File: config.mk
export PLATFORM = sky130hd
export DESIGN_NAME = fifo_wr_arbiter
export DESIGN_NICKNAME = d
export VERILOG_FILES = /design/src/rtl/fifo_wr_arbiter.sv
export SDC_FILE = /design/constraint.sdc
export NUM_CORES = 1
export LEC_CHECK = 0
export CAP_MARGIN = 20
export CORE_ASPECT_RATIO = 1.5
export CORE_MARGIN = 4
export CORE_UTILIZATION = 34
export DETAILED_ROUTE_END_ITERATION = 8
export GPL_TIMING_DRIVEN = 1
export PLACE_DENSITY = 0.85
export SETUP_SLACK_MARGIN = 0.4
export SLEW_MARGIN = 10
export SYNTH_ARGS = -nofsm -noshare
export SYNTH_HDL_FRONTEND = slang
export SYNTH_SLANG_ARGS = --single-unit
File: constraint.sdc
create_clock -name clk -period 2.4 [get_ports clk]
set_input_delay 0.24 -clock clk [delete_from_list [all_inputs] [get_ports clk]]
set_output_delay 0.24 -clock clk [all_outputs]
set_load 0.1 [all_outputs]
File: src/rtl/fifo_wr_arbiter.sv
// Round-robin arbiter sharing one synchronous FIFO write port among NUM_REQ
// valid/ready producers; bursts of up to MAX_BURST beats, writes gated on fifo_full.
module fifo_wr_arbiter #(
   parameter int unsigned NUM_REQ    = 4,
   parameter int unsigned DATA_WIDTH = 32,
   parameter int unsigned MAX_BURST  = 4,
   localparam int unsigned ID_W      = $clog2(NUM_REQ)
) (
   input  logic                          clk,
   input  logic                          rst,
   input  logic [NUM_REQ-1:0]            req_valid,
   input  logic [NUM_REQ*DATA_WIDTH-1:0] req_data,
   output logic [NUM_REQ-1:0]            req_ready,
   input  logic                          fifo_full,
   output logic                          fifo_wren,
   output logic [DATA_WIDTH-1:0]         fifo_wrdata,
   output logic [ID_W-1:0]               grant_id,
   output logic                          busy
);

   localparam int unsigned BCW = $clog2(MAX_BURST + 1);
   localparam int unsigned SW  = ID_W + 1;

   typedef enum logic {
      S_IDLE  = 1'b0,
      S_GRANT = 1'b1
   } state_t;

   state_t              r_state;
   state_t              w_state_nxt;
   logic [ID_W-1:0]     r_owner;
   logic [ID_W-1:0]     w_owner_nxt;
   logic [ID_W-1:0]     r_rr_ptr;
   logic [ID_W-1:0]     w_rr_ptr_nxt;
   logic [BCW-1:0]      r_burst_cnt;
   logic [BCW-1:0]      w_burst_nxt;
   logic [ID_W-1:0]     w_sel;
   logic                w_sel_found;
   logic [SW-1:0]       w_sum;
   logic [ID_W-1:0]     w_owner_inc;
   logic                w_owner_valid;
   logic [DATA_WIDTH-1:0] w_owner_data;
   logic                w_xfer;

   // First valid requester at or above rr_ptr, wrapping modulo NUM_REQ
   always_comb begin
      w_sel       = '0;
      w_sel_found = 1'b0;
      w_sum       = '0;
      for (int unsigned k = 0; k < NUM_REQ; k++) begin
         w_sum = {1'b0, r_rr_ptr} + SW'(k);
         if (w_sum >= SW'(NUM_REQ)) begin
            w_sum = w_sum - SW'(NUM_REQ);
         end
         if (!w_sel_found && req_valid[w_sum[ID_W-1:0]]) begin
            w_sel       = w_sum[ID_W-1:0];
            w_sel_found = 1'b1;
         end
      end
   end

   always_comb begin
      w_owner_valid = 1'b0;
      w_owner_data  = '0;
      for (int unsigned i = 0; i < NUM_REQ; i++) begin
         if (r_owner == ID_W'(i)) begin
            w_owner_valid = req_valid[i];
            w_owner_data  = req_data[i*DATA_WIDTH +: DATA_WIDTH];
         end
      end
   end

   assign w_owner_inc = (r_owner == ID_W'(NUM_REQ - 1)) ? '0 : r_owner + ID_W'(1);

   // Next state and combinational write-port outputs; rst suppresses any write
   always_comb begin
      w_state_nxt  = r_state;
      w_owner_nxt  = r_owner;
      w_rr_ptr_nxt = r_rr_ptr;
      w_burst_nxt  = r_burst_cnt;
      w_xfer       = 1'b0;
      req_ready    = '0;
      fifo_wren    = 1'b0;
      fifo_wrdata  = '0;
      case (r_state)
         S_IDLE: begin
            if (w_sel_found) begin
               w_owner_nxt = w_sel;
               w_burst_nxt = '0;
               w_state_nxt = S_GRANT;
            end
         end
         S_GRANT: begin
            if (!fifo_full && !rst) begin
               req_ready = NUM_REQ'(1) << r_owner;
            end
            w_xfer = w_owner_valid && !fifo_full && !rst;
            if (w_xfer) begin
               fifo_wren   = 1'b1;
               fifo_wrdata = w_owner_data;
               w_burst_nxt = r_burst_cnt + BCW'(1);
            end
            if (!w_owner_valid || (w_xfer && (w_burst_nxt == BCW'(MAX_BURST)))) begin
               w_state_nxt  = S_IDLE;
               w_rr_ptr_nxt = w_owner_inc;
            end
         end
         default: w_state_nxt = S_IDLE;
      endcase
   end

   always_ff @(posedge clk) begin
      if (rst) begin
         r_state     <= S_IDLE;
         r_owner     <= '0;
         r_rr_ptr    <= '0;
         r_burst_cnt <= '0;
      end else begin
         r_state     <= w_state_nxt;
         r_owner     <= w_owner_nxt;
         r_rr_ptr    <= w_rr_ptr_nxt;
         r_burst_cnt <= w_burst_nxt;
      end
   end

   assign grant_id = r_owner;
   assign busy     = (r_state == S_GRANT);

endmodule

==> qor.csv, run 1 <==
metric,value,unit
fmax,464,MHz
num_vias,3146,
netlist_area,1900,sq um
synth_most_common_cell,a21oi_1,
synth_commonest_cells,"a21oi_1, nand2_1, inv_1, o21ai_0, a22oi_1",
r2r_end,r_burst_cnt[0]$_SDFFE_PP0P_,
cp_data_arrival_time,1.92,ns
cts_buffer_depth,2,
worstPathMaxFanout,9,
initial_core_util,0.348,
start_kind,register,
hp-start,r_burst_cnt[1]$_SDFFE_PP0P_,
grt_pass1_vias,3252,
drt_iter0_drc,192,
synth_area_leaders,"a21oi_1, a22oi_1, o21ai_0, dfxtp_1, nand2_1",
rsz0062_at_grt,true,
layout-drive-gt1-share,0.259,
core_area,5450,sq um
worst_pin_slew,0.436,ns
outcome,completed,
wire_per_inst,17.5,um
avgSynthCellArea,5.69,sq um
multi_input_area,1780,sq um
fp-row-count,33,
critPathCaptureType,primary output,
viasPerCell,5.47,
wirelength,10.1,mm
syn_to_final_growth,143,%
htreeDepth,1,
grt_start_max_net_pins,40,
rr_startpoint,grant_id[1]$_SDFFE_PP0P_,
first_pass_iters,4,
ff2ff_path_depth,8,
yosysWarnings,0,
synth_seq_cells,8,
async_flop_share,0,
fin_setup_tns,0,ns
fill_cells,324,
fin_nets,646,
power_density,327,nW/um^2
worstPathRequired,2.16,ns
synth-edff-count,0,
holdPathEnd,r_burst_cnt[1]$_SDFFE_PP0P_,
ctsRootBufferMaster,clkbuf_8,
syn_nets,473,
gp_congestion,0.916,
regArea,171,sq um
drtAntennaViolNets,0,
cts_buffers,3,
p_leak,1.84,nW
dpl-instance-area,4370,sq um
grt-ovfl-total,0,
yosysTopAreaCell,a21oi_1,
grt_use_total,0.284,
post-dp-hpwl,7.73,mm
cts.clk_slew.worst_paths,0.05,ns
yosys.area.top_type_share,0.185,
reg2reg_setup_slack,0.58,ns
clkSinkCount,8,
worstSetupPathType,register to primary output,
worst_clock_skew,0.00523,ns
slew_headroom,0.707,
dieArea,6860,sq um
hold_depth,2,
synthFlopType,dfxtp_1,
design_area,4610,sq um
hold_violations,0,
hp-class,register to register,
fin_crit,2.16,ns
clock_latency,0.23,ns
n_antenna_cell,0,
drc,0,
finalSetupViolCount,0,
dieHeight,99.5,um
antenna_found_initial,0,
io_pins,175,
holdBufCountCts,0,
drv_slew,0,
grt_pass1_wl,15.2,mm
vdd_drop_max,0.404,mV
portBuffers,174,
synthCells,333,
die_w,69.0,um
synth_cell_types,35,
yosysSeqAreaShare,0.0845,
maxCapViolCount,0,
cts_tree,yes,
fin_crit_sh,0.898,
where the power goes:
part,switching (W),internal [W]
clock,0.0000564,0.000115
sequential,0.0000228,0.000147
combinational,0.000639,0.000524
logic make-up (layout without fill, tap and decap cells):
logic type      after synthesis  count (layout)  synth area share
compound gates              147             147             0.449
xor+xnor                      1               1           0.00462
fa+ha+maj                     5               5            0.0330
buf+inv                      68             240             0.156
flops                         8               8            0.0845
mux                           4               4            0.0211
simple gates                100             100             0.251
registers in the layout, indices dropped and copies added, names as in the netlist:
name         count
r_burst_cnt      3
grant_id         2
r_rr_ptr         2
busy             1
worst max-delay path: stages (launching register included):
cell	delay, ns
dfxtp_4	0.40
inv_4	0.06
ha_4	0.20
a211oi_4	0.28
o21ai_4	0.11
nand3_4	0.20
buf_12	0.20
nor2_4	0.05
buf_12	0.17
layout make-up:
type	count	area share
Timing Repair Buffer	199	0.515
Clock buffer	4	0.00978
Sequential cell	8	0.0372
Tap cell	70	0.0190
Inverter	37	0.0318
Multi-Input combinational cell	257	0.387
cell usage in the layout (no fill, tap or decap), types with 4 or more instances in the layout:
cell and n:
a21oi_1 70, a22oi_1 24, a22oi_2 8, and2_2 4, buf_12 41, buf_4 17
buf_6 6, clkdlybuf4s50_1 134, dfxtp_1 5, ha_4 4, inv_1 33, mux2i_1 4
nand2_1 40, nor2_1 5, nor2_4 32, o21ai_0 33
per-stage QoR:
stage | utilization | hold WS (ns) | std cells | setup WS, ns | total power (W)
after floorplan | - | 0.416 | 333 | 0.125 | 0.000827
after detailed placement | 0.801 | 0.481 | 562 | 0.178 | 0.00124
final | 0.845 | 0.494 | 575 | 0.244 | 0.00150
after global placement | 0.801 | 0.449 | 562 | 0.232 | 0.00121
after CTS | 0.832 | 0.490 | 573 | 0.260 | 0.00147
after global routing | 0.845 | 0.529 | 575 | 0.182 | 0.00159
layer usage:
layer  up-vias  wire (um)  GRT usage
met3        53        866     0.0633
met2       174       5340      0.513
li1       1494          -          -
met4         0        566      0.147
met1      1425       3290      0.290
met5         -          0          0
how the worst max path moves through the flow:
stage / start / to / slack, ns / depth (start not counted)
after floorplan: grant_id[0]$_SDFFE_PP0P_ / fifo_wrdata[10] / 0.12 / 7
after global placement: req_valid[2] / fifo_wrdata[25] / 0.23 / 7
after detailed placement: req_valid[2] / fifo_wrdata[21] / 0.18 / 7
after CTS: grant_id[0]$_SDFFE_PP0P_ / fifo_wrdata[21] / 0.26 / 8
after global routing: grant_id[1]$_SDFFE_PP0P_ / fifo_wrdata[4] / 0.18 / 8
final: grant_id[1]$_SDFFE_PP0P_ / fifo_wrdata[19] / 0.24 / 8
repair_timing:
action	in CTS	in global routing
endpoints found under the hold margin	0	0
gates cloned	0	0
resized for setup	14	14
buffers inserted	7	2
pin swaps	5	3
endpoints found under the setup margin	33	33
(Power assumes the default switching activity.)
==> inputs of run 2 (changes only) <==
--- a/config.mk
+++ b/config.mk
@@ -8,10 +8,10 @@
 export CAP_MARGIN = 20
 export CORE_ASPECT_RATIO = 1.5
 export CORE_MARGIN = 4
-export CORE_UTILIZATION = 34
+export CORE_UTILIZATION = 32
 export DETAILED_ROUTE_END_ITERATION = 8
 export GPL_TIMING_DRIVEN = 1
-export PLACE_DENSITY = 0.85
+export PLACE_DENSITY = 0.81
 export SETUP_SLACK_MARGIN = 0.4
 export SLEW_MARGIN = 10
 export SYNTH_ARGS = -nofsm -noshare
==> constraint.sdc (replaced) <==
create_clock -name clk -period 2 [get_ports clk]
set_input_delay 0.2 -clock clk [delete_from_list [all_inputs] [get_ports clk]]
set_output_delay 0.2 -clock clk [all_outputs]
set_load 0.1 [all_outputs]
==> run 2 against run 1 <==
  * The run now ends with negative setup slack left
  * Cell count is 2.1% higher
  * Largest cell class unchanged
  * Via count is 0.45% higher
  * Non-clock buffer count is 10 higher
  * Critical endpoint is now fifo_wrdata[29]
  * Hold slack worse by 0.0093 ns
  * Clock skew is 0.0046 ns lower
  * Setup slack worse by 0.35 ns
  * Combinational power is 32% higher
  * Critical path depth stayed put
==> qor.csv, run 2 (synthesis results as in run 1) <==
metric,value,unit,change
outcome,finished with violations,,
violations,negative setup slack,,
fmax,476,MHz,
antenna_found_initial,0,,unchanged
vdd_drop_max,0.439,mV,+8.6%
clockPowerShare,0.115,,about the same
pwr-share-seq,0.100,,-0.013
p_leak,1.95,nW,+6.2%
portBuffers,174,,unchanged
p_int,0.00104,W,+32%
fp-row-count,34,,+3.0%
grt_start_max_net_pins,37,,-7.5%
layout-drive-gt1-share,0.303,,+0.0435
grt_use_total,0.261,,-0.0228
worstPathMaxFanout,6,,-3
final_cells,587,,+2.1%
fill_cells,354,,+9.3%
htreeDepth,1,,unchanged
fin_nets,656,,+1.5%
slew_headroom,0.749,,+0.0417
cts_buffers,3,,unchanged
path_buf_inv,3,,unchanged
dieArea,7240,sq um,+5.6%
core_area,5790,sq um,+6.2%
wirelength,10.6,mm,+4.9%
clkSinkCount,8,,unchanged
regArea,171,sq um,unchanged
design_area,4900,sq um,+6.3%
cpLargestDelayFamily,compound AO/OA/AOI/OAI gates,,
worst_path_largest_cell_delay,0.38,ns,-0.02 ns
drtAntennaViolNets,0,,unchanged
multi_input_area,1850,sq um,+3.9%
viasPerCell,5.38,,-1.6%
initial_core_util,0.328,,-0.0202
worst_clock_skew,0.000673,ns,-0.00456 ns
worst_slack,-0.102,ns,-0.346 ns
critPathCaptureType,primary output,,
ctsRootBufferMaster,clkbuf_8,,
die_w,70.8,um,+2.7%
num_vias,3160,,+0.45%
maxCapViolCount,0,,unchanged
start_kind,register,,
syn_to_final_growth,158,%,
p_sw,0.000913,W,+27%
drt_iter0_drc,146,,-24%
dpl-instance-area,4480,sq um,+2.5%
drc,0,,unchanged
worstSetupPathType,register to primary output,,
dieHeight,102,um,+2.8%
fin_crit,2.10,ns,
grt-ovfl-total,0,,unchanged
worst_pin_slew,0.374,ns,-0.0617 ns
cp_data_arrival_time,1.90,ns,-0.02 ns
n_antenna_cell,0,,unchanged
drv_slew,0,,unchanged
layout_commonest_cell,clkdlybuf4s50_1,,
io_pins,175,,unchanged
power_density,398,nW/um^2,+22%
slowest_stage,dfxtp_4,,
grt_pass1_wl,15.4,mm,+1.3%
dp.cells,570,,+1.4%
cts_buffer_depth,2,,unchanged
fin_setup_tns,-1.99,ns,-1.99 ns
hp-class,register to register,,
largest_reg_flops,3,,unchanged
sw_frac_of_total,0.468,,-0.00925
cts_tree,yes,,
p_comb_frac,0.785,,+0.012
finalSetupViolCount,33,,+33
grt_pass1_vias,3124,,-3.9%
post-dp-hpwl,7.38,mm,-4.5%
worstPathRequired,1.80,ns,-0.36 ns
cts.clk_slew.worst_paths,0.05,ns,about the same
first_pass_iters,5,,+1
regMostFlops,r_burst_cnt,,
gp_congestion,0.919,,+0.34%
clock_latency,0.24,ns,about the same
fin_crit_sh,1.05,,
rsz0062_at_grt,true,,
layout_common_cells,"clkdlybuf4s50_1, a21oi_1, buf_12, nand2_1, inv_1",,
wire_per_inst,18.0,um,+2.7%
hold_violations,0,,unchanged
cp_cell_sequence,inv_4 > ha_4 > bufbuf_16 > a21oi_1 > o21ai_0 > a22oi_2 > nor2_4 > buf_12,,
run 2: changes by cell type in the layout (fill, tap and decap cells not counted), sizes merged:
cell,before,now
dlygate4sd2,0,1
clkbuf,4,5
bufbuf,0,3
clkdlybuf4s50,134,133
buf,65,71
run 2: metal layers:
metal	GRT usage	wire length (um)	vias up
met5	0	0	-
met4	0.0781	410	0
met3	0.0404	644	33
met2	0.515	5880	163
met1	0.280	3620	1452
li1	-	-	1512
run 2: what timing repair did:
item | 4_1_cts | 5_1_grt
endpoints found under the setup margin | 39 | 42
resized for setup | 28 | 22
pin swaps | 4 | 4
buffers inserted | 7 | 2
cloned | 3 | 1
hold buffers | 0 | 0
run 2: worst paths after layout:
path / startpoint / end / slack, ns / cells past startpoint
worst max-delay path: grant_id[1]$_SDFFE_PP0P_ / fifo_wrdata[29] / -0.10 / 8
worst min-delay path: r_burst_cnt[1]$_SDFFE_PP0P_ / r_burst_cnt[1]$_SDFFE_PP0P_ / 0.48 / 2
worst max register to register: grant_id[1]$_SDFFE_PP0P_ / r_burst_cnt[1]$_SDFFE_PP0P_ / 0.30 / 8
worst min register to register: r_burst_cnt[1]$_SDFFE_PP0P_ / r_burst_cnt[1]$_SDFFE_PP0P_ / 0.48 / 2
run 2: area by class of cell:
type | instances | share of cell area
timing repair buffer | 209 | 0.529
multi-input combinational | 257 | 0.378
sequential | 8 | 0.0350
inverter | 37 | 0.0304
tap | 72 | 0.0184
clock buffer | 4 | 0.00920
run 2: per-stage QoR:
step	setup WS [ns]	hold WS (ns)	util	total power, W
floorplan	-0.230	0.376	-	0.000996
global placement	0.123	0.454	0.774	0.00149
detailed placement	0.0976	0.468	0.774	0.00152
CTS	-0.0601	0.475	0.824	0.00187
global route	-0.175	0.497	0.846	0.00206
finish	-0.102	0.484	0.846	0.00195
run 2: worst min-delay path: cells and delay by family, from the launching register on:
family / cells / cell delay, ns
flops: 1 / 0.32
simple gates: 1 / 0.06
mux: 1 / 0.06
run 2: power groups by stage:
stage                     Combinational, W  Sequential (W)  Clock (W)
after global routing               0.00163        0.000198   0.000239
after floorplan                   0.000755        0.000241          0
final                              0.00153        0.000195   0.000223
after detailed placement           0.00132        0.000201          0
after global placement             0.00129        0.000200          0
after CTS                          0.00146        0.000194   0.000218
==> inputs of run 3 (changes only) <==
--- a/config.mk
+++ b/config.mk
@@ -12,7 +12,6 @@
 export DETAILED_ROUTE_END_ITERATION = 8
 export GPL_TIMING_DRIVEN = 1
 export PLACE_DENSITY = 0.81
-export SETUP_SLACK_MARGIN = 0.4
 export SLEW_MARGIN = 10
 export SYNTH_ARGS = -nofsm -noshare
 export SYNTH_HDL_FRONTEND = slang
==> run 3 against run 2 <==
  * The flow still finishes with violations (negative setup slack)
  * Setup slack gained 0.022 ns
  * Critical path type unchanged
  * Flip-flop and latch count did not move
  * Design area fell by 4.3%
  * Hold slack improved by 0.00075 ns
  * Power is 6.0% lower
  * Clock skew rose by 0.0026 ns
==> qor.csv, run 3 (synthesis results as in run 1) <==
metric,value,unit,change
outcome,finished with violations,,
violations,negative setup slack,,
hold_slack,0.485,ns,+0.000754 ns
drc,0,,unchanged
first_pass_iters,4,,-1
viasPerCell,5.41,,+0.56%
cts_buffer_depth,2,,unchanged
start_kind,register,,
layout-drive-gt1-share,0.272,,-0.0311
worstPathRequired,1.80,ns,about the same
htreeDepth,1,,unchanged
fin_nets,645,,-1.7%
n_antenna_cell,0,,unchanged
cts.clk_slew.worst_paths,0.05,ns,about the same
layout_common_cells,"clkdlybuf4s50_1, a21oi_1, buf_12, nand2_1",,
cts_buffers,3,,unchanged
post-dp-hpwl,7.60,mm,+3.0%
gp_congestion,0.943,,+2.5%
dieArea,7240,sq um,unchanged
regArea,171,sq um,unchanged
fin_crit,2.08,ns,-0.0217 ns
maxCapViolCount,0,,unchanged
critPathCaptureType,primary output,,
grt-ovfl-total,0,,unchanged
layout_commonest_cell,clkdlybuf4s50_1,,
hold_violations,0,,unchanged
dieHeight,102,um,unchanged
num_vias,3118,,-1.3%
worstSetupPathType,register to primary output,,
wirelength,10.0,mm,-4.9%
cts_tree,yes,,
power_density,391,nW/um^2,-1.8%
grt_pass1_vias,3023,,-3.2%
clkSinkCount,8,,unchanged
dpl-instance-area,4430,sq um,-1.1%
grt_pass1_wl,14.0,mm,-8.7%
vdd_drop_max,0.448,mV,+2.1%
fin_crit_sh,1.04,,-0.0108
portBuffers,174,,unchanged
worst_clock_skew,0.00332,ns,+0.00265 ns
ctsRootBufferMaster,clkbuf_8,,
fill_cells,365,,+3.1%
fin_setup_tns,-1.67,ns,+0.318 ns
antenna_found_initial,0,,unchanged
die_w,70.8,um,unchanged
finalSetupViolCount,33,,unchanged
drv_slew,0,,unchanged
wire_per_inst,17.4,um,-3.1%
largest_reg_flops,3,,unchanged
grt_use_total,0.238,,-0.0231
syn_to_final_growth,147,%,
worst_pin_slew,0.425,ns,+0.0512 ns
cp_data_arrival_time,1.88,ns,-0.02 ns
fmax,481,MHz,+1.0%
drtAntennaViolNets,0,,unchanged
worstPathMaxFanout,20,,+14
grt_start_max_net_pins,43,,+16%
p_leak,1.86,nW,-4.8%
io_pins,175,,unchanged
fp-row-count,34,,unchanged
worst_slack,-0.0804,ns,+0.0217 ns
rsz0062_at_grt,true,,
initial_core_util,0.328,,unchanged
slew_headroom,0.714,,-0.0347
hp-class,register to register,,
drt_iter0_drc,208,,+42%
regMostFlops,r_burst_cnt,,
design_area,4690,sq um,-4.3%
clock_latency,0.24,ns,about the same
multi_input_area,1820,sq um,-1.9%
core_area,5790,sq um,unchanged
[run 3: changes by cell type in the layout (fill, tap and decap cells not counted), sizes merged]
cell / change
buf: -9
bufbuf: -3
clkbuf: +1
clkdlybuf4s50: +1
dlygate4sd2: -1
[run 3: path summary, 6_finish.rpt]
path,from,end,slack [ns],cells past startpoint
worst max-delay path,grant_id[0]$_SDFFE_PP0P_,fifo_wrdata[8],-0.08,8
worst min-delay path,r_burst_cnt[1]$_SDFFE_PP0P_,r_burst_cnt[1]$_SDFFE_PP0P_,0.49,2
worst max register to register,grant_id[1]$_SDFFE_PP0P_,r_burst_cnt[0]$_SDFFE_PP0P_,0.24,8
worst min register to register,r_burst_cnt[1]$_SDFFE_PP0P_,r_burst_cnt[1]$_SDFFE_PP0P_,0.49,2
[run 3: worst max-delay path, stage by stage, from the launching register on]
cell     delay, ns
dfxtp_4       0.38
inv_4         0.08
ha_4          0.17
buf_12        0.16
nand2_1       0.07
o21ai_0       0.30
a22oi_2       0.13
nor2_4        0.15
buf_12        0.18
[run 3: where the power goes]
group	internal (W)	switching, W	total (W)
clock	0.000139	0.0000766	0.000216
combinational	0.000640	0.000772	0.00141
sequential	0.000176	0.0000265	0.000202
[run 3: repair_timing]
action / CTS / global route
gates resized for setup: 8 / 21
hold buffers: 0 / 0
buffers inserted: 1 / 2
setup endpoints to repair: 33 / 33
gates cloned: 0 / 2
pin swaps: 0 / 3
[run 3: per-layer routing]
layer | global-route usage | up-vias | share of wire
met5 | 0 | - | 0
met4 | 0.122 | 0 | 0.062
met3 | 0.0571 | 49 | 0.081
met2 | 0.455 | 183 | 0.54
met1 | 0.234 | 1392 | 0.32
li1 | - | 1494 | -
[run 3: through the flow]
stage / setup slack (ns) / power (W) / util / std cells
4_1_cts: -0.0840 / 0.00176 / 0.780 / 572
3_5_place_dp: 0.0737 / 0.00152 / 0.766 / 567
6_report: -0.0804 / 0.00183 / 0.810 / 576
2_1_floorplan: -0.235 / 0.000993 / - / 333
5_1_grt: -0.170 / 0.00195 / 0.810 / 576
3_3_place_gp: 0.0956 / 0.00149 / 0.766 / 567
[run 3: area by class of cell]
cell class                 count  share of cell area
timing repair buffer         198               0.516
tap                           72              0.0192
multi-input combinational    257               0.388
sequential                     8              0.0366
clock buffer                   4             0.00961
inverter                      37              0.0307
==> variant 1: new RTL, settings of run 3 <==
The parameter `MAX_BURST` goes from 4 to 8.
--- a/src/rtl/fifo_wr_arbiter.sv
+++ b/src/rtl/fifo_wr_arbiter.sv
@@ -4,5 +4,5 @@
    parameter int unsigned NUM_REQ    = 4,
    parameter int unsigned DATA_WIDTH = 32,
-   parameter int unsigned MAX_BURST  = 4,
+   parameter int unsigned MAX_BURST  = 8,
    localparam int unsigned ID_W      = $clog2(NUM_REQ)
 ) (
Function: changed (a bounded check fails within 10 cycles, from zero or initial values and one cycle with rst high).
==> variant 1 against run 3 <==
- the run still ends with setup timing left
- via count fell by 4.0%
- routed wire length fell by 0.58%
- power rose by 1.0%
- sequential power rose by 8%
- sequential cell count rose by 1
- setup slack got worse by 0.13 ns
- synthesized area rose by 2.6%
- fmax fell by 5.9%
- final area rose by 2.5%
- hold slack improved by 0.031 ns
- clock skew rose by 0.0015 ns
==> variant 1: results <==
[timing]
finalWorstSetupSlack_ns = -0.211
worstMarginPinSlew_ns = 0.296
setup_viol_count_final = 36
worst_clock_skew_ns = 0.00483
setup_tns_ns = -6.78

[setup_path]
critical_path_arrival_ns = 2.01
crit_fanout = 17
critPathSlowestCell = "dfxtp_4"
critical_path.max_stage_delay_ns = 0.38

[route]
drt-initial-drc-count = 119
firstDrtPassIters = 4
via_per_inst = 5.41
wl_microns = 9980
wire_per_inst_microns = 18.0
antenna_left = 0

[power]
leakage_nw = 1.72
ir_drop_v = 0.000483

[grt]
grt_pass1_wl_microns = 15200
grt_pass1_vias = 3011
grt_max_degree = 30
track_usage_pct = 26.1

[cts]
cts_root_buf = "clkbuf_8"
path_clk_slew_ns = 0.05
clk_latency_ns = 0.24
max-clock-path-buffers = 2

[final_layout]
nets = 622
largest_register = "r_burst_cnt"
fill_cells = 382
diodes = 0
drive_gt1_share_pct = 27.4
largest_reg_flops = 4

[synth]
synth_fp_nets = 436
syn-instance-count = 296
ys_types = 37
async_reset_ff_share_pct = 0
synth_warnings = 0
synth_area_leaders = "mux2i_1, and3b_1, a21oi_1"
yosysSeqAreaShare_pct = 9.27
synth.top_cells.by_count = "a21oi_1, nor2_1, nand2_1"

[run_status]
status = "finished, violations left"
failed_checks = "setup timing"

[placed_design]
placed_cells = 548
place_area_sq_um = 4670
dp_slack_ns = -0.135
port_buffers = 174
gp_congestion = 0.894
hpwl_microns = 8220

[min_path]
hold_path.class = "reg2reg"
## variant 1: cell count changes after synthesis, moves of 9 or more
| cell | before | now |
|---|---|---|
| and3b_1 | 0 | 32 |
| a22oi_1 | 32 | 0 |
| mux2i_1 | 4 | 34 |
| inv_1 | 35 | 5 |
| nor2_1 | 28 | 38 |
| nor2_2 | 9 | 0 |
| buf_2 | 12 | 3 |
| a21oi_1 | 70 | 38 |
## variant 1: path summary, 6_finish.rpt
kind                   from               to  slack, ns  cells after the start
max             grant_id[0]  fifo_wrdata[22]      -0.21                      8
min          r_burst_cnt[3]   r_burst_cnt[3]       0.52                      1
max reg2reg     grant_id[0]      r_rr_ptr[0]      -0.09                      8
min reg2reg  r_burst_cnt[3]   r_burst_cnt[3]       0.52                      1
## variant 1: cells by family (layout without fill, tap and decap cells)
family          count (synthesis)  in the layout  synth area share, %
compound gates                 86             86                 25.4
xor+xnor                        2              2                0.901
fa+ha+maj                       5              5                 3.22
buf+inv                        32            217                 6.56
flops                           9              9                 9.27
mux                            35             35                 18.3
simple gates                  127            127                 36.4
## variant 1: timing repair
action | CTS | global route
setup buffers | 1 | 0
gates cloned | 2 | 0
resized for setup | 8 | 4
pin swaps | 1 | 3
endpoints found under the setup margin | 37 | 38
## variant 1: through the flow
step	utilization, %	hold slack, ns
4_1_cts	81.8	0.514
2_1_floorplan	-	0.392
3_5_place_dp	79.5	0.507
6_report	81.8	0.516
5_1_grt	81.8	0.552
3_3_place_gp	79.5	0.485
## variant 1: critical path: cells and delay by family (launching register included)
kind,cells,cell delay (ns)
compound gates,1,0.30
fa+ha+maj,1,0.21
buf+inv,3,0.44
flops,1,0.38
simple gates,3,0.42
## variant 1: cell type report
cell class	count	area share, %
Inverter	6	0.573
Tap cell	72	1.88
Multi-Input combinational cell	255	40.4
Timing Repair Buffer	207	52.3
Sequential cell	9	3.94
Clock buffer	4	0.938
## variant 1: metal layers
| metal | GRT usage (%) | vias to the layer above | part of all wire, % |
|---|---|---|---|
| met2 | 50.2 | 137 | 54 |
| met5 | 0 | - | 0 |
| met1 | 28.3 | 1398 | 36 |
| li1 | - | 1430 | - |
| met4 | 9.70 | 0 | 4.0 |
| met3 | 3.87 | 29 | 6.1 |
## variant 1: power breakdown
part,switching (mW),internal [mW]
clock,0.0827,0.140
sequential,0.0247,0.193
combinational,0.704,0.705
==> variant 2: new RTL, settings of run 3 <==
Made on the original files. Reset style: asynchronous (`rst`), changed in one clocked block.
--- a/src/rtl/fifo_wr_arbiter.sv
+++ b/src/rtl/fifo_wr_arbiter.sv
@@ -110,5 +110,5 @@
    end
 
-   always_ff @(posedge clk) begin
+   always_ff @(posedge clk or posedge rst) begin
       if (rst) begin
          r_state     <= S_IDLE;
Behaviour: differs if rst is asserted again (counterexample within 4 cycles, from zero or initial values and one cycle with rst high); with rst held inactive, the same outputs for 10 cycles.
==> variant 2 against run 3 <==
- the flow still finishes with violations (setup timing)
- final area is 1.1% lower
- critical path depth unchanged
- sequential share of layout area up 0.85 points
- sequential cell count did not move
- count of clock-buffer cells in the layout unchanged
- synthesized area shrank 2.2%
- routed wire length down 3.3%
- setup slack got worse by 0.36 ns
- critical endpoint is now fifo_wrdata[24]
Power is left out: it rests on default switching activity, and per cell area and clock period it moved more than threefold.
==> variant 2: results <==
[setup_path]
critPathSlowestCell = "dfrtp_4"
crit_type = "reg2out"
worstSetupEndpoint = "fifo_wrdata[24]"
regToRegStartpoint = "grant_id[0]"
reg2regPathDepth = 6
critical_path.max_stage_delay_ns = 0.51
critical_path_arrival_ns = 2.24
path_delay_family = "flip-flops"
crit_fanout = 5
rrSetupSlack_ns = -0.08
rr_endpoint = "r_rr_ptr[1]"

[grt]
grt_max_degree = 54
grt_pass1_wl_microns = 14900
grt_pass1_vias = 3182
grt_antenna_before_repair = 0
track_usage_pct = 25.4

[synth]
synth_fp_nets = 461
yosysSeqAreaShare_pct = 10.8
ys_types = 36
avgSynthCellArea_sq_um = 5.78
ys.flop_type = "dfrtp_1"
synth_area_leaders = "a21oi_1, a22oi_1, dfrtp_1"
synth.top_cells.by_count = "a21oi_1, inv_1, nand2_1"
async_reset_ff_share_pct = 100

[timing]
relSlewSlack_pct = 75.5
worst_clock_skew_ns = 0.00554
setup_viol_count_final = 36
finalWorstSetupSlack_ns = -0.443

[cts]
max-clock-path-buffers = 2
cts_root_buf = "clkbuf_8"
clk_latency_ns = 0.23
ctsHtreeMaxLevel = 1
cts_made_buffers = 3

[run_status]
status = "finished, violations left"
failed_checks = "setup timing"

[placed_design]
hpwl_microns = 7360
placed_cells = 558
gp_congestion = 0.868
port_buffers = 174

[route]
drt-initial-drc-count = 155
wire_per_inst_microns = 17.0
via_per_inst = 5.37
firstDrtPassIters = 4
wl_microns = 9700

[final_layout]
drive_gt1_share_pct = 25.4
diodes = 0
largest_register = "r_burst_cnt"
fill_cells = 353
nets = 641
largest_reg_flops = 3

[min_path]
hold_path.class = "in2async"
## variant 2: cell types whose count changed in the layout (fill, tap and decap cells not counted), sizes merged, moves of 2 or more
cell    before  now
nand3b       0    2
and2         5    0
buf         62   70
mux2i        4    1
dfxtp        8    0
mux2         0    2
nor3         2    0
nand2       41   37
and3         0    4
o22ai        0    2
nor4         2    0
a21oi       70   68
dfrtp        0    8
o21ai       38   34
## variant 2: per-stage QoR
stage          setup slack, ns  util [%]  hold WS [ns]  TNS (ns)  instance area [sq um]
2_1_floorplan           -0.587         -        0.0156    -19.12                   2170
3_3_place_gp            -0.115      79.5         0.494     -2.43                   4400
3_5_place_dp            -0.155      79.5         0.514     -3.72                   4400
4_1_cts                 -0.366      83.3         0.282    -10.75                   4610
5_1_grt                 -0.528      83.8         0.324    -16.99                   4640
6_report                -0.443      83.8         0.284    -13.96                   4640
## variant 2: layer usage
layer | track usage, % | part of all wire, %
met3 | 5.26 | 6.0
met4 | 8.55 | 3.1
met2 | 52.1 | 57
met1 | 24.7 | 34
met5 | 0 | 0
## variant 2: worst min-delay path by stage
stage	start	endpoint	slack, ns	cells after the start
after floorplan	rst	r_burst_cnt[0]	0.02	1
after global placement	r_burst_cnt[0]	r_burst_cnt[0]	0.49	1
after detailed placement	r_burst_cnt[1]	r_burst_cnt[1]	0.51	2
after CTS	rst	grant_id[0]	0.28	2
after global routing	rst	grant_id[1]	0.32	2
final	rst	grant_id[0]	0.28	2
## variant 2: repair_timing
item                                   4_1_cts  5_1_grt
buffers inserted                             6        2
pin swaps                                    6        4
endpoints found under the hold margin        0        0
gates cloned                                 2        0
gates resized for setup                     14       10
hold buffers                                 0        0
setup endpoints to repair                   37       39
## variant 2: final cells by class
| type | count | area, sq um | area share [%] |
|---|---|---|---|
| Inverter | 39 | 155 | 3.35 |
| Clock buffer | 4 | 45.0 | 0.972 |
| Sequential cell | 8 | 209 | 4.51 |
| Timing Repair Buffer | 205 | 2470 | 53.3 |
| Tap cell | 70 | 87.6 | 1.89 |
| Multi-Input combinational cell | 244 | 1670 | 36.0 |
## variant 2: kinds of logic after synthesis
family                     synth area share [%]
AOI/OAI and AO/OA                          45.5
xor gates and xnor gates                  0.472
adders and majority gates                  3.37
buffers and inverters                      15.3
DFF                                        10.8
muxes                                      1.75
and+or+nand+nor                            22.8
